$ cat src/rtl/systola_pkg.sv
// Shared types and constants for the systolic array sequencer.
package systola_pkg;

  typedef enum logic [2:0] {IDLE, LOAD, FEED, FLUSH, DONE} state_t;

  // Cycles needed after the last read for the skewed wavefront to leave the array.
  function automatic int flush_len(input int rd_lat, input int rows, input int cols);
    return rd_lat + rows + cols - 1;
  endfunction

endpackage

$ cat src/rtl/systolic_seq_ctrl_valid_skew.sv
// Diagonal skew line: bit 0 is the input itself, each higher bit is one more cycle late.
module valid_skew #(
  parameter int DEPTH = 4
) (
  input  logic             clk,
  input  logic             rstn,
  input  logic             clr,
  input  logic             in,
  output logic [DEPTH-1:0] out
);

  generate
    if (DEPTH == 1) begin : g_passthru
      assign out = in;
    end else begin : g_chain
      logic [DEPTH-1:1] stage;

      always_ff @(posedge clk or negedge rstn) begin
        if (!rstn) begin
          stage <= '0;
        end else if (clr) begin
          stage <= '0;
        end else begin
          stage[1] <= in;
          for (int k = 2; k < DEPTH; k++) begin
            stage[k] <= stage[k-1];
          end
        end
      end

      assign out = {stage, in};
    end
  endgenerate

endmodule

$ cat src/rtl/systolic_seq_ctrl.sv
// Job sequencer for an output-stationary PE array: clear, stream K operand
// addresses, emit skewed row/column fire enables, drain, then pulse done.
module systolic_seq_ctrl #(
  parameter int ROWS   = 4,
  parameter int COLS   = 4,
  parameter int KW     = 8,
  parameter int RD_LAT = 1
) (
  input  logic            clk,
  input  logic            rstn,
  input  logic            start,
  input  logic            abort,
  input  logic [KW-1:0]   k_len,
  output logic            busy,
  output logic            done,
  output logic            acc_clr,
  output logic            rd_en,
  output logic [KW-1:0]   rd_addr,
  output logic [ROWS-1:0] a_vld,
  output logic [COLS-1:0] w_vld
);

  import systola_pkg::*;

  localparam int FLUSH_LEN = flush_len(RD_LAT, ROWS, COLS);
  localparam int FW        = $clog2(RD_LAT + ROWS + COLS) + 1;
  localparam logic [FW-1:0] FLUSH_LAST = FW'(FLUSH_LEN - 1);

  state_t        state, state_next;
  logic [KW-1:0] k_reg;
  logic [KW-1:0] cnt;
  logic [FW-1:0] flush_cnt;
  logic          abort_job;
  logic          accept;
  logic          feed_vld;

  assign abort_job = abort && (state != IDLE);
  assign accept    = (state == IDLE) && start && !abort;

  always_ff @(posedge clk or negedge rstn) begin
    if (!rstn) begin
      state <= IDLE;
    end else begin
      state <= state_next;
    end
  end

  always_comb begin
    state_next = state;
    case (state)
      IDLE:    if (accept) state_next = LOAD;
      LOAD:    state_next = (k_reg == '0) ? DONE : FEED;
      FEED:    if (cnt == k_reg - KW'(1)) state_next = FLUSH;
      FLUSH:   if (flush_cnt == '0) state_next = DONE;
      DONE:    state_next = IDLE;
      default: state_next = IDLE;
    endcase
    if (abort_job) state_next = IDLE;
  end

  always_comb begin
    busy    = (state != IDLE);
    done    = (state == DONE);
    acc_clr = (state == LOAD);
    rd_en   = (state == FEED);
  end

  // cnt sits at 0 outside FEED so rd_addr idles at 0 without extra muxing.
  always_ff @(posedge clk or negedge rstn) begin
    if (!rstn) begin
      k_reg     <= '0;
      cnt       <= '0;
      flush_cnt <= '0;
    end else begin
      if (accept) k_reg <= k_len;
      if (abort_job) begin
        cnt       <= '0;
        flush_cnt <= '0;
      end else begin
        cnt <= (state == FEED && state_next == FEED) ? cnt + KW'(1) : '0;
        if (state == FEED) begin
          flush_cnt <= FLUSH_LAST;
        end else if (state == FLUSH && flush_cnt != '0) begin
          flush_cnt <= flush_cnt - FW'(1);
        end
      end
    end
  end

  assign rd_addr = cnt;

  generate
    if (RD_LAT == 0) begin : g_nolat
      assign feed_vld = rd_en;
    end else begin : g_lat
      logic [RD_LAT-1:0] lat_q;

      always_ff @(posedge clk or negedge rstn) begin
        if (!rstn) begin
          lat_q <= '0;
        end else if (abort_job) begin
          lat_q <= '0;
        end else begin
          lat_q[0] <= rd_en;
          for (int i = 1; i < RD_LAT; i++) begin
            lat_q[i] <= lat_q[i-1];
          end
        end
      end

      assign feed_vld = lat_q[RD_LAT-1];
    end
  endgenerate

  valid_skew #(.DEPTH(ROWS)) u_row_skew (
    .clk  (clk),
    .rstn (rstn),
    .clr  (abort_job),
    .in   (feed_vld),
    .out  (a_vld)
  );

  valid_skew #(.DEPTH(COLS)) u_col_skew (
    .clk  (clk),
    .rstn (rstn),
    .clr  (abort_job),
    .in   (feed_vld),
    .out  (w_vld)
  );

endmodule

$ cat config.mk
export PLATFORM = sky130hd
export DESIGN_NAME = systolic_seq_ctrl
export DESIGN_NICKNAME = d
export VERILOG_FILES = /design/src/rtl/systola_pkg.sv /design/src/rtl/systolic_seq_ctrl_valid_skew.sv /design/src/rtl/systolic_seq_ctrl.sv
export SDC_FILE = /design/constraint.sdc
export NUM_CORES = 1
export LEC_CHECK = 0
export BUFFER_PORTS_ARGS = -buffer_cell sky130_fd_sc_hd__buf_2
export CAP_MARGIN = 20
export CORE_MARGIN = 3
export CORE_UTILIZATION = 49
export CTS_CLUSTER_SIZE = 8
export DETAILED_ROUTE_END_ITERATION = 8
export GPL_TIMING_DRIVEN = 0
export PLACE_DENSITY = 0.78
export SYNTH_ARGS = -nofsm -noshare
export SYNTH_HDL_FRONTEND = slang
export SYNTH_SLANG_ARGS = --single-unit
$ cat constraint.sdc
create_clock -name clk -period 2.2 [get_ports clk]
set_input_delay 0 -clock clk [delete_from_list [all_inputs] [get_ports clk]]
set_output_delay 0 -clock clk [all_outputs]
set_load 0.005 [all_outputs]
== Word-level counts from Yosys, hierarchy flattened ==
Index checks and enable logic that the tools add are counted.

* Output and inout port bits: 20
* Logic and storage cells: 42
* Bits in registers: 31
* Bits of input ports: 12

* Equality and inequality tests: 6
* Reductions and logical operators: 12
* Multiplexer cells: 14
* $add $sub $neg: 3

{| class="wikitable"
|+ Operators by type and width
! cell !! number
|-
| $mux W3 || 7
|-
| $mux W8 || 2
|-
| $mux W5 || 3
|-
| $pmux W3 S4 || 1
|-
| $eq A3 B2 Y1 const B || 3
|-
| $add A8 B1 Y8 const B || 1
|-
| $eq A8 B8 Y1 || 1
|-
| $logic_not A8 Y1 || 1
|-
| $sub A8 B1 Y8 const B || 1
|-
| $reduce_bool A3 Y1 || 2
|-
| $logic_and A1 B1 Y1 || 5
|-
| $logic_not A5 Y1 || 1
|-
| $reduce_bool A5 Y1 || 1
|-
| $sub A5 B1 Y5 const B || 1
|-
| $eq A3 B1 Y1 const B || 1
|-
| $eq A3 B3 Y1 const B || 1
|-
| $logic_not A3 Y1 || 1
|-
| $logic_not A1 Y1 || 1
|-
| $mux W1 || 1
|}

== Depth between registers and ports, before layout ==
Gate-level depths: netlist of run 1.

* Depth after elaboration: 10
* Mapped depth: 7
* Mapped depth without buffers: 7

== Hierarchy ==
From an unflattened synthesis of run 1, not the netlist that was laid out.

* Cells, all modules: 165
* Area total of the unflattened synthesis: 1681.6 um^2

{| class="wikitable"
|+ By module, submodules not included
! module !! seq. area each (um^2) !! cells an instance !! instances !! area an instance (um^2)
|-
| systolic_seq_ctrl || 625.6 || 151 || 1 || 1478.9
|-
| valid_skew || 75.1 || 7 || 2 || 101.3
|}

== Worst setup path after synthesis of run 1 ==
Ideal clock, no wire load.

* Kind: register to register
* Start: register k_reg[0]
* End: register cnt[0], in the netlist rd_addr[0]
* Buffers on the path: 0
* Stages on the path, launching flop included: 8
* Data required time: 2.061 ns
* Library setup time: 0.139 ns
* Clock period less this slack: 2.182 ns
* Arrival: 2.042 ns
* Slack: 0.018 ns
* Cell sequence: dfrtp_1 inv_1 ha_1 xor2_1 nand3_2 or4b_4 nor4_4 nor3b_1

* Longest elaborated chain between the ends: 9
* Elaborated cells between the ends (all ways): 11
* Classes of those cells: add/sub (1); eq/ne (2); mux (6); reduce/logical (2)

{| class="wikitable"
|+ RTL lines
! element !! RTL line !! text
|-
| from (decl) || systolic_seq_ctrl.sv:30 || <nowiki>logic [KW-1:0] k_reg;</nowiki>
|-
| from (signal assigned) || systolic_seq_ctrl.sv:75 || <nowiki>if (accept) k_reg <= k_len;</nowiki>
|-
| $sub A8 B1 Y8 || systolic_seq_ctrl.sv:53 || <nowiki>FEED: if (cnt == k_reg - KW'(1)) state_next = FLUSH;</nowiki>
|-
| $eq A8 B8 Y1 || systolic_seq_ctrl.sv:53 ||
|-
| $mux W3 || systolic_seq_ctrl.sv:53 ||
|-
| $pmux W3 S4 * || systolic_seq_ctrl.sv:50 || <nowiki>case (state)</nowiki>
|-
| $mux W3 * || systolic_seq_ctrl.sv:58 || <nowiki>if (abort_job) state_next = IDLE;</nowiki>
|-
| $eq A3 B2 Y1 * || systolic_seq_ctrl.sv:80 || <nowiki>cnt <= (state == FEED && state_next == FEED) ? cnt + KW'(1) : '0;</nowiki>
|-
| $logic_and A1 B1 Y1 * || systolic_seq_ctrl.sv:80 ||
|-
| $mux W8 * || systolic_seq_ctrl.sv:80 ||
|-
| $mux W8 * || systolic_seq_ctrl.sv:76 || <nowiki>if (abort_job) begin</nowiki>
|-
| to (signal assigned) || systolic_seq_ctrl.sv:80 ||
|-
| to (decl) || systolic_seq_ctrl.sv:31 || <nowiki>logic [KW-1:0] cnt;</nowiki>
|}

Every way passes the cells marked *; elsewhere a longest branch is shown, timed or not.
A chain may end at the register's enable or synchronous reset.

== Worst setup path after layout of run 1 ==
* Start: register state[2]
* End: register k_reg[5]

* Longest elaborated chain between the ends: 3

{| class="wikitable"
|+ RTL lines
! element !! RTL line !! text
|-
| from (decl) || systolic_seq_ctrl.sv:29 || <nowiki>state_t state, state_next;</nowiki>
|-
| from (signal assigned) || systolic_seq_ctrl.sv:44 || <nowiki>state <= state_next;</nowiki>
|-
| $logic_not A3 Y1 || systolic_seq_ctrl.sv:38 || <nowiki>assign accept = (state == IDLE) && start && !abort;</nowiki>
|-
| $logic_and A1 B1 Y1 (2 in series) || systolic_seq_ctrl.sv:38 ||
|}

No other way between the ends.

==> results of run 1 <==
-- area by class of cell --
type | instances | share of cell area (%)
inverter | 6 | 1.102
buffer | 10 | 3.674
tap | 44 | 2.694
sequential | 28 | 34.29
multi-input combinational | 115 | 41.27
timing repair buffer | 46 | 14.39
clock buffer | 3 | 1.102
clock inverter | 1 | 1.470
-- worst min path at each step --
| stage | endpoint | slack, ns |
|---|---|---|
| after floorplan | feed_vld | -0.30 |
| after global placement | u_col_skew.g_chain.stage[3] | 0.04 |
| after detailed placement | u_col_skew.g_chain.stage[3] | 0.05 |
| after CTS | feed_vld | 0.02 |
| after global routing | feed_vld | 0.03 |
| final | feed_vld | 0.02 |
-- timing repair --
item / CTS / global route
gates resized for setup: 0 / 7
hold buffers: 9 / 0
setup buffers: 4 / 2
cloned: 0 / 0
endpoints found under the setup margin: 17 / 9
endpoints found under the hold margin: 36 / 0
pin swaps: 3 / 4
-- metal layers --
layer / part of all wire, % / vias up / track usage, %
li1: - / 644 / -
met1: 41 / 629 / 18.31
met2: 54 / 38 / 32.99
met3: 4.2 / 4 / 3.922
met4: 0.74 / 0 / 4.582
met5: 0 / - / 0
-- power breakdown --
part	internal [mW]	total, mW	switching [mW]
registers	0.589	0.675	0.0865
logic	0.267	0.504	0.237
clock network	0.185	0.338	0.153
total	1.04	1.52	0.477
-- cell usage in the layout, fill, tap and decap left out, drive strengths merged --
cell type,n
and3,2
a31oi,3
mux2,8
xor2,6
o21a,1
o22ai,1
nor2,14
or4b,1
or3,2
or2b,2
and2,6
o21ai,1
dfrtp,28
dlygate4sd3,9
xnor2,12
a311oi,1
nor3b,3
or3b,1
a211oi,3
ha,4
nor3,5
a21oi,6
nand3b,2
nor2b,2
and3b,1
buf,44
nor4b,3
nor4,2
nand3,8
or2,2
nand2,12
inv,6
a31o,1
clkbuf,6
bufinv,1
-- cells in the mapped netlist --
cell type / n / share of area, %
or4b_4: 1 / 0.85
buf_4: 5 / 2.3
xnor2_1: 12 / 6.5
mux2_2: 8 / 5.6
and3_1: 2 / 0.77
or2_1: 1 / 0.39
nor3_1: 5 / 1.5
nand2_1: 12 / 2.8
nand3_2: 1 / 0.62
and3b_1: 1 / 0.54
inv_1: 6 / 1.4
and2_1: 6 / 2.3
nor4b_4: 1 / 1.5
nor4_1: 1 / 0.39
o22ai_1: 1 / 0.39
a21oi_1: 6 / 1.9
nand3_1: 7 / 2.2
a211oi_1: 3 / 1.4
a311oi_1: 1 / 0.54
or2b_1: 2 / 0.93
o21a_1: 1 / 0.46
clkbuf_1: 4 / 0.93
dfrtp_1: 28 / 43
nor4b_1: 2 / 1.1
nor4_4: 1 / 1.3
o21ai_0: 1 / 0.31
or3_1: 1 / 0.39
nor3b_1: 3 / 1.4
or3b_2: 1 / 0.54
nor2b_1: 2 / 0.77
buf_8: 1 / 0.93
nor2_1: 14 / 3.3
buf_6: 1 / 0.70
a31o_2: 1 / 0.54
or3_2: 1 / 0.46
a31oi_1: 3 / 1.2
or2_2: 1 / 0.39
xor2_1: 6 / 3.3
ha_1: 4 / 3.1
nand3b_1: 2 / 0.93
-- metrics by stage --
stage / utilization (%) / worst slack, ns / TNS [ns] / std cells / cell area (um2)
3_3_place_gp: 58.87 / -0.2344 / -2.065 / 235 / 1827
5_1_grt: 65.85 / -0.01019 / -0.01304 / 253 / 2043
6_report: 65.85 / 0.06482 / 0 / 253 / 2043
4_1_cts: 64.31 / 0.01447 / 0 / 251 / 1996
3_5_place_dp: 58.87 / -0.2821 / -2.483 / 235 / 1827
2_1_floorplan: - / 0.01823 / 0 / 160 / 1617
-- logic make-up (layout without fill, tap and decap cells) --
kind of cell	count (synthesis)	in the layout	synth area share, %
and+or+nand+nor	68	68	25.31
DFF	28	28	43.34
xor gates and xnor gates	18	18	9.752
AOI/OAI and AO/OA	17	17	6.657
buffers and inverters	17	66	6.269
muxes	8	8	5.573
adders and majority gates	4	4	3.096
-- worst register-to-register path, stage by stage (launching register included) --
cell      delay, ns
dfrtp_1        0.41
buf_8          0.14
or3_2          0.41
clkbuf_1       0.17
or3b_2         0.59
mux2_2         0.32
==> load_flow_metrics.sql, run 1 <==
INSERT INTO impl_metrics (metric_group, metric, value, unit) VALUES
('route', 'drt_iter0_drc', '39', ''),
('pwr', 'power-per-cell-area', '742.6', 'nW/um2'),
('synthesis', 'synth_seq_cells', '28', ''),
('final_layout', 'finalNetCount', '226', ''),
('sta', 'clock.fmax', '0.4683', 'GHz'),
('worst_setup_path', 'timing.reg2reg.worst_path_depth', '5', ''),
('worst_setup_path', 'critical_path.cell_chain', 'buf_8 -> or3_2 -> clkbuf_1 -> or3b_2 -> mux2_2', ''),
('worst_setup_path', 'cp.buffers_inverters', '2', ''),
('clock_tree', 'worstSkewPairLatency', '0.34', 'ns'),
('status', 'outcome', 'completed', ''),
('sta', 'drv_slew', '0', ''),
('final_layout', 'area_delta_synth_final', '26.39', '%'),
('grt', 'grt_remaining_overflow', '0', ''),
('clock_tree', 'ctsHtreeMaxLevel', '1', ''),
('sta', 'min_period', '2.135', 'ns'),
('route', 'drt-total-wl', '3.358', 'mm'),
('route', 'via_count', '1315', ''),
('floorplanning', 'die-width', '63.44', 'um'),
('floorplanning', 'core_region_area', '3103', 'um2'),
('route', 'wl_per_cell', '13.27', 'um'),
('min_path', 'worstHoldPathCells', '3', ''),
('sta', 'finalHoldViolCount', '0', ''),
('placement', 'placement.io_buffers', '31', ''),
('worst_setup_path', 'slowest_stage', 'or3b_2', ''),
('worst_setup_path', 'cp_max_fo', '10', ''),
('final_layout', 'antenna_cells', '0', ''),
('floorplanning', 'rows', '20', ''),
('pwr', 'power.static_leakage', '0.9856', 'nW'),
('synthesis', 'ys_types', '40', ''),
('worst_setup_path', 'path_delay_family', 'simple AND/OR/NAND/NOR gates', ''),
('clock_tree', 'worst_setup_hold_path_clk_slew', '0.15', 'ns'),
('synthesis', 'synth.net_count', '176', ''),
('worst_setup_path', 'critPathKind', 'flop to flop', ''),
('final_layout', 'drive_gt1_share', '33.49', '%'),
('synthesis', 'synth_cells', '160', ''),
('route', 'drt_first_pass_iters', '4', ''),
('sta', 'setup_viol_count_final', '0', ''),
('grt', 'grt_antenna_before_repair', '0', ''),
('floorplanning', 'top_level_ports', '32', ''),
('sta', 'fin_crit_sh', '97.05', '%'),
('sta', 'worst_clock_skew', '0.006069', 'ns'),
('run', 'drv_cap', '0', ''),
('clock_tree', 'cts.sinks', '28', ''),
('sta', 'hold_slack', '0.02324', 'ns'),
('worst_setup_path', 'cp.arrival', '2.38', 'ns'),
('floorplanning', 'vert_die_dim', '63.44', 'um'),
('grt', 'grt_max_degree', '29', ''),
('pwr', 'vdd.ir_drop.worst', '0.3971', 'mV'),
('worst_setup_path', 'regToRegEndpoint', 'k_reg[5]', ''),
('worst_setup_path', 'ff2ff_setup_slack', '0.06', 'ns'),
('sta', 'tightest_slew', '0.6267', 'ns'),
('grt', 'grt_resource_usage_total', '17.09', '%'),
('synthesis', 'syn-mean-instance-area', '10.10', 'um2'),
('grt', 'first_global_vias', '1342', ''),
('clock_tree', 'max_clock_buf_depth', '2', ''),
('worst_setup_path', 'worst_setup_path_startpoint', 'state[2]', ''),
('worst_setup_path', 'timing.critical_path.to_type', 'flop', ''),
('worst_setup_path', 'critical_path_cell_count', '5', ''),
('floorplanning', 'die-area', '4024', 'um2'),
('route', 'remaining_drc_errors', '0', ''),
('sta', 'rsz0062_at_grt', 'true', ''),
('final_layout', 'register_area', '700.7', 'um2'),
('worst_setup_path', 'cp.required', '2.44', 'ns'),
('final_layout', 'final.fill_count', '282', ''),
('pwr', 'fin_total_pwr', '1.517', 'mW'),
('worst_setup_path', 'crit_end', 'k_reg[5]', ''),
('min_path', 'hold_class', 'input pin to flop', ''),
('grt', 'grt_pass1_wl', '5.568', 'mm'),
('synthesis', 'post_syn_area', '1617', 'um2'),
('clock_tree', 'tritoncts', 'yes', ''),
('worst_setup_path', 'worstSetupStartpointType', 'flop', ''),
('placement', 'dp_hpwl', '2.336', 'mm'),
('clock_tree', 'cts_root_buf', 'clkbuf_4', ''),
('floorplanning', 'initial_utilization', '52.10', '%'),
('clock_tree', 'cts_made_buffers', '3', ''),
('route', 'antenna_violating_nets_post_route', '0', ''),
('worst_setup_path', 'cp_max_stage_delay', '0.59', 'ns'),
('final_layout', 'multi_input_area', '843.3', 'um2'),
('synthesis', 'ys_seq_area_share', '43.34', '%'),
('placement', 'finalWeightedCongestion', '0.8168', ''),
('worst_setup_path', 'critical_path.reg2reg.startpoint', 'state[2]', ''),
('route', 'vias_per_cell', '5.198', ''),
('sta', 'max-slew-margin-rel', '58.13', '%'),
('synthesis', 'ys_warn_count', '0', ''),
('min_path', 'worstHoldStart', 'abort', '');
Power figures use the tool's default switching activity.
==> inputs of run 2 (changes only) <==
ABC_AREA = 1   (was default)
==> load_flow_metrics.sql, run 2 <==
INSERT INTO impl_metrics (metric_group, metric, value, unit) VALUES
('pwr', 'p_int', '1.127', 'mW'),
('synthesis', 'synth_seq_cells', '28', ''),
('final_layout', 'antenna_cells', '0', ''),
('sta', 'tightest_slew', '0.6157', 'ns'),
('pwr', 'pwr-share-seq', '38.0', '%'),
('pwr', 'vdd.ir_drop.worst', '0.4070', 'mV'),
('pwr', 'switching_share', '44.80', '%'),
('worst_setup_path', 'regToRegEndpoint', 'rd_addr[4]', ''),
('sta', 'drv_slew', '0', ''),
('worst_setup_path', 'critPathKind', 'flop to flop', ''),
('sta', 'rsz0062_at_grt', 'false', ''),
('pwr', 'power-per-cell-area', '1048', 'nW/um2'),
('sta', 'setup_viol_count_final', '0', ''),
('sta', 'clock.fmax', '0.5525', 'GHz'),
('final_layout', 'layout.core_utilization', '62.74', '%'),
('min_path', 'worstHoldStart', 'start', ''),
('clock_tree', 'cts.sinks', '28', ''),
('worst_setup_path', 'ff2ff_setup_slack', '0.39', 'ns'),
('floorplanning', 'initial_utilization', '52.02', '%'),
('synthesis', 'synth_top_cells_by_area', 'dfrtp_1 (43%), nand2_1 (12%), inv_1 (8.6%)', ''),
('synthesis', 'synth.cells.most_frequent', 'nand2_1 (50), inv_1 (37), dfrtp_1 (28), nor2_1 (24), nand3_1 (13)', ''),
('sta', 'hold_slack', '0.1265', 'ns'),
('final_layout', 'finalNetCount', '273', ''),
('route', 'wl_per_cell', '10.80', 'um'),
('grt', 'grt_resource_usage_total', '17.39', '%'),
('worst_setup_path', 'cp.required', '2.44', 'ns'),
('synthesis', 'synthArstFlopShare', '100.0', '%'),
('route', 'remaining_drc_errors', '0', ''),
('floorplanning', 'vert_die_dim', '63.40', 'um'),
('clock_tree', 'cts_root_buf', 'clkbuf_4', ''),
('clock_tree', 'worst_setup_hold_path_clk_slew', '0.15', 'ns'),
('placement', 'dp_hpwl', '2.386', 'mm'),
('synthesis', 'synth-main-ff-cell', 'dfrtp_1', ''),
('placement', 'placement.io_buffers', '31', ''),
('sta', 'setup_tns', '0', 'ns'),
('min_path', 'worstHoldPathCells', '6', ''),
('grt', 'grt_antenna_before_repair', '0', ''),
('sta', 'fin_crit_sh', '82.27', '%'),
('synthesis', 'post_syn_area', '1614', 'um2'),
('sta', 'max-slew-margin-rel', '58.96', '%'),
('floorplanning', 'core_region_area', '3103', 'um2'),
('grt', 'first_global_vias', '1315', ''),
('sta', 'finalHoldViolCount', '0', ''),
('synthesis', 'synth_cells', '211', ''),
('pwr', 'clock_share_of_power', '10.4', '%'),
('min_path', 'hold_class', 'input pin to flop', ''),
('clock_tree', 'max_clock_buf_depth', '2', ''),
('route', 'drt-total-wl', '3.228', 'mm'),
('worst_setup_path', 'cp.arrival', '2.05', 'ns'),
('placement', 'finalWeightedCongestion', '0.7892', ''),
('synthesis', 'syn-mean-instance-area', '7.650', 'um2'),
('sta', 'worst_clock_skew', '0.007736', 'ns'),
('worst_setup_path', 'worstSetupStartpointType', 'flop', ''),
('clock_tree', 'post_cts_buffers', '0', ''),
('worst_setup_path', 'critical_path.reg2reg.startpoint', 'k_reg[0]', ''),
('final_layout', 'most-common-layout-cells', 'nand2_1 (50), inv_1 (37), buf_2 (32)', ''),
('run', 'drv_cap', '0', ''),
('sta', 'min_period', '1.810', 'ns'),
('grt', 'grt_remaining_overflow', '0', ''),
('synthesis', 'yosysTopAreaCell', 'dfrtp_1', ''),
('synthesis', 'ys_warn_count', '0', ''),
('worst_setup_path', 'cp_max_fo', '8', ''),
('floorplanning', 'rows', '20', ''),
('pwr', 'fin_total_pwr', '2.041', 'mW'),
('pwr', 'combinationalPowerShare', '51.6', '%'),
('floorplanning', 'die-area', '4019', 'um2'),
('status', 'outcome', 'completed', ''),
('route', 'via_count', '1411', ''),
('synthesis', 'ys_types', '27', ''),
('synthesis', 'ys_seq_area_share', '43.41', '%'),
('final_layout', 'final_common_cell', 'nand2_1', ''),
('clock_tree', 'cts_made_buffers', '3', ''),
('route', 'antenna_violating_nets_post_route', '0', ''),
('grt', 'grt_pass1_wl', '5.678', 'mm'),
('synthesis', 'synthMostInstantiatedCell', 'nand2_1', ''),
('floorplanning', 'die-width', '63.40', 'um'),
('synthesis', 'synth_top_area_share', '43.41', '%'),
('final_layout', 'drive_gt1_share', '20.78', '%'),
('pwr', 'power.static_leakage', '1.062', 'nW'),
('route', 'vias_per_cell', '4.719', ''),
('clock_tree', 'ctsHtreeMaxLevel', '1', ''),
('clock_tree', 'cts_repair_resize_count', '0', ''),
('floorplanning', 'top_level_ports', '32', ''),
('route', 'drt_first_pass_iters', '4', ''),
('final_layout', 'area_delta_synth_final', '20.62', '%'),
('worst_setup_path', 'timing.reg2reg.worst_path_depth', '11', ''),
('grt', 'grt_max_degree', '29', ''),
('clock_tree', 'worstSkewPairLatency', '0.33', 'ns'),
('clock_tree', 'tritoncts', 'yes', ''),
('final_layout', 'final.fill_count', '282', ''),
('pwr', 'netSwitchingPower', '914.2', 'uW'),
('route', 'drt_iter0_drc', '84', ''),
('synthesis', 'synth.net_count', '227', ''),
('synthesis', 'synth_edf_count', '0', ''),
('min_path', 'worstHoldEndpoint', 'k_reg[2]', ''),
('worst_setup_path', 'timing.critical_path.to_type', 'flop', '');
## run 2: cell types whose count changed after synthesis, sizes merged, moves of 4 or more
cell,previous run,this run
nor2,14,28
mux2,8,0
nand4,0,4
clkbuf,4,0
nand2,12,53
inv,6,39
and2,6,0
xnor2,12,3
o21ai,1,12
nand3,8,14
## run 2: critical path, cell delays in order (launching register included)
cell	delay (ns)
dfrtp_1	0.37
inv_1	0.14
ha_1	0.28
or2_2	0.30
nand2_1	0.06
nand2_1	0.04
nand2_1	0.06
nand3_1	0.06
nor2_1	0.11
nand2_2	0.09
nand4_4	0.13
nor2_1	0.07
## run 2: layer usage
| layer | GRT usage (%) | wire (um) | vias to the layer above |
|---|---|---|---|
| met5 | 0 | 0 | - |
| met4 | 6.739 | 58 | 0 |
| met3 | 1.426 | 115 | 5 |
| met2 | 28.16 | 1488 | 28 |
| met1 | 24.14 | 1565 | 636 |
| li1 | - | - | 742 |
## run 2: power by group through the flow
stage                     logic, mW  clock network [mW]  registers (mW)
after detailed placement       1.03                   0           0.788
after floorplan               0.781                   0           0.767
after CTS                      1.05               0.221           0.776
final                          1.05               0.212           0.775
after global routing           1.22               0.232           0.805
after global placement         1.01                   0           0.782
## run 2: how the worst max path moves through the flow
stage	endpoint	slack, ns	depth (start not counted)	start
final	rd_addr[4]	0.39	11	k_reg[0]
after detailed placement	rd_addr[4]	0.41	11	k_reg[0]
after CTS	rd_addr[4]	0.39	11	k_reg[0]
after floorplan	rd_addr[0]	0.61	11	k_reg[0]
after global routing	rd_addr[7]	0.21	12	k_reg[0]
after global placement	rd_addr[5]	0.46	11	k_reg[0]
## run 2: area by class of cell
class / count / area [um2] / area share [%]
Buffer: 6 / 42.54 / 2.185
Inverter: 39 / 146.4 / 7.519
Multi-Input combinational cell: 138 / 724.4 / 37.21
Sequential cell: 28 / 700.7 / 35.99
Tap cell: 44 / 55.05 / 2.828
Clock buffer: 3 / 22.52 / 1.157
Timing Repair Buffer: 41 / 255.2 / 13.11
## run 2: through the flow
step,cell area [um2],cells,setup WS [ns]
after global placement,1824,286,0.4568
after detailed placement,1824,286,0.4072
after CTS,1947,299,0.3864
after global routing,1947,299,0.2064
final,1947,299,0.3901
after floorplan,1614,211,0.6095
## run 2: logic make-up after synthesis
kind of cell | share of synthesized area, %
DFF | 43.41
buffers and inverters | 11.71
and+or+nand+nor | 30.23
AOI/OAI and AO/OA | 6.667
xor gates and xnor gates | 4.884
adders and majority gates | 3.101
## run 2: timing repair
item                                   4_1_cts  5_1_grt
endpoints found under the hold margin       37        0
setup endpoints to repair                    0        0
hold buffers                                10        0
==> inputs of run 3 (changes only) <==
CORE_UTILIZATION = 54   (was 49)
PLACE_DENSITY = 0.81   (was 0.78)
clock period = 1.7 ns   (was 2.2 ns; I/O delays follow)
==> load_flow_metrics.sql, run 3 (synthesized netlist as in run 2, its figures left out) <==
INSERT INTO impl_metrics (metric_group, metric, value, unit) VALUES
('worst_setup_path', 'cp.required', '1.93', 'ns'),
('final_layout', 'final.fill_count', '230', ''),
('sta', 'max-slew-margin-rel', '59.51', '%'),
('worst_setup_path', 'worstSetupStartpointType', 'flop', ''),
('final_layout', 'drive_gt1_share', '29.07', '%'),
('sta', 'worst_clock_skew', '0.01157', 'ns'),
('final_layout', 'final_common_cell', 'nand2_1', ''),
('final_layout', 'post_layout_nonfiller_instances', '289', ''),
('sta', 'pnr_worst_setup_slack', '-0.06890', 'ns'),
('clock_tree', 'worstSkewPairLatency', '0.33', 'ns'),
('sta', 'drv_slew', '0', ''),
('worst_setup_path', 'cp_max_stage_delay', '0.44', 'ns'),
('clock_tree', 'cts_root_buf', 'clkbuf_4', ''),
('floorplanning', 'initial_utilization', '57.54', '%'),
('floorplanning', 'vert_die_dim', '60.67', 'um'),
('worst_setup_path', 'timing.critical_path.to_type', 'flop', ''),
('route', 'antenna_violating_nets_post_route', '0', ''),
('floorplanning', 'rows', '19', ''),
('min_path', 'hold_class', 'input pin to flop', ''),
('sta', 'setup_tns', '-0.4202', 'ns'),
('sta', 'tightest_slew', '0.6074', 'ns'),
('floorplanning', 'die-area', '3681', 'um2'),
('pwr', 'vdd.ir_drop.worst', '0.8612', 'mV'),
('status', 'violations', 'setup timing', ''),
('run', 'drv_cap', '0', ''),
('final_layout', 'antenna_cells', '0', ''),
('clock_tree', 'cts_made_buffers', '3', ''),
('sta', 'finalHoldViolCount', '0', ''),
('worst_setup_path', 'critPathKind', 'flop to flop', ''),
('worst_setup_path', 'cp_max_fo', '8', ''),
('final_layout', 'post-route-cell-area', '2024', 'um2'),
('final_layout', 'most-common-layout-cells', 'nand2_1 (47), buf_2 (32), inv_1 (30)', ''),
('route', 'vias_per_cell', '5.083', ''),
('grt', 'grt_use_met3', '3.191', '%'),
('route', 'wl_per_cell', '11.74', 'um'),
('grt', 'grt_resource_usage_total', '20.31', '%'),
('final_layout', 'layout.core_utilization', '72.17', '%'),
('route', 'drt-total-wl', '3.394', 'mm'),
('route', 'via_count', '1469', ''),
('grt', 'grt_busiest_layer', 'met2', ''),
('clock_tree', 'ctsHtreeMaxLevel', '1', ''),
('grt', 'first_global_vias', '1355', ''),
('clock_tree', 'cts.sinks', '28', ''),
('status', 'outcome', 'complete, but fails checks', ''),
('floorplanning', 'die-width', '60.67', 'um'),
('floorplanning', 'core_region_area', '2805', 'um2'),
('grt', 'grt_max_degree', '29', ''),
('grt', 'grt_pass1_wl', '5.589', 'mm'),
('clock_tree', 'worst_setup_hold_path_clk_slew', '0.16', 'ns'),
('placement', 'placement.io_buffers', '31', ''),
('placement', 'finalWeightedCongestion', '0.8464', ''),
('floorplanning', 'top_level_ports', '32', ''),
('pwr', 'power-per-cell-area', '1478', 'nW/um2'),
('route', 'remaining_drc_errors', '0', ''),
('grt', 'grt_remaining_overflow', '0', ''),
('worst_setup_path', 'slowest_stage', 'dfrtp_1', ''),
('clock_tree', 'max_clock_buf_depth', '2', ''),
('clock_tree', 'tritoncts', 'yes', ''),
('placement', 'dp_hpwl', '2.431', 'mm'),
('grt', 'grt_util_met1', '26.10', '%'),
('grt', 'grt_util_met2', '33.74', '%'),
('grt', 'grt_antenna_before_repair', '0', ''),
('final_layout', 'area_delta_synth_final', '25.43', '%'),
('placement', 'placement.cell_area', '1808', 'um2'),
('sta', 'rsz0062_at_grt', 'true', ''),
('placement', 'placed_insts', '273', ''),
('pwr', 'power.static_leakage', '1.080', 'nW'),
('worst_setup_path', 'cp.arrival', '2.00', 'ns'),
('sta', 'fin_crit_sh', '104.1', '%'),
('sta', 'min_period', '1.769', 'ns'),
('route', 'drt_iter0_drc', '47', ''),
('sta', 'clock.fmax', '0.5653', 'GHz'),
('worst_setup_path', 'critical_path.cell_chain', 'inv_2 -> ha_4 -> or2_4 -> nand2_2 -> nand2_1 -> nand2_1 -> nand3_1 -> nor2_1 -> nand2_2 -> nand4_4 -> nor2_1', ''),
('final_layout', 'finalNetCount', '275', ''),
('route', 'drt_first_pass_iters', '4', ''),
('sta', 'setup_viol_count_final', '9', '');
==> run 3: what timing repair did <==
action	4_1_cts	5_1_grt
buffers inserted	1	1
gates cloned	0	0
pin swaps	0	12
setup endpoints to repair	9	13
hold buffers	10	0
gates resized for setup	2	21
endpoints found under the hold margin	37	0
==> run 3: critical path: cells and delay by family (launching register included) <==
kind | cells | cell delay (ns)
flops | 1 | 0.44
buf+inv | 1 | 0.08
fa+ha+maj | 1 | 0.17
simple gates | 9 | 0.98
==> run 3: per-stage QoR <==
step / power, mW / hold slack, ns / setup slack, ns
final: 2.991 / 0.1372 / -0.06890
after floorplan: 2.003 / -0.2956 / 0.1095
after global routing: 3.287 / 0.1394 / -0.1837
after CTS: 2.859 / 0.1178 / 0.003755
after detailed placement: 2.354 / 0.04937 / -0.08152
after global placement: 2.313 / 0.04875 / -0.03429
==> run 3: power breakdown <==
group	switching, mW	total [mW]	internal, mW	leakage, nW
clock network	0.198	0.437	0.239	0.0279
logic	0.907	1.52	0.616	0.682
registers	0.184	1.03	0.848	0.370
total	1.29	2.99	1.70	1.08
==> run 3: cell type report <==
type                    instances  area [um2]  share of cell area [%]
inverters                      39       146.4                   7.231
repair buffers                 43       270.3                   13.35
clock inverters                 1       30.03                   1.483
multi-input cells             138       773.2                   38.20
flip-flops and latches         28       700.7                   34.61
plain buffers                   6       42.54                   2.101
clock buffers                   3       22.52                   1.112
well taps                      31       38.79                   1.916
==> run 3: worst paths after layout <==
path	startpoint	to	slack [ns]	depth (start not counted)
setup reg to reg	k_reg[1]	rd_addr[3]	-0.07	11
setup / recovery	k_reg[1]	rd_addr[3]	-0.07	11
min in group asynchronous	rstn	u_col_skew.g_chain.stage[1]	0.18	2
max in group asynchronous	rstn	k_reg[2]	1.11	2
hold / removal	start	k_reg[2]	0.14	6
hold reg to reg	rd_addr[0]	rd_addr[0]	0.52	1
==> run 3: routing by layer <==
layer,share of wire (%),wire (um)
met1,45,1537
met5,0,0
met4,1.6,53
met2,49,1650
met3,4.5,152
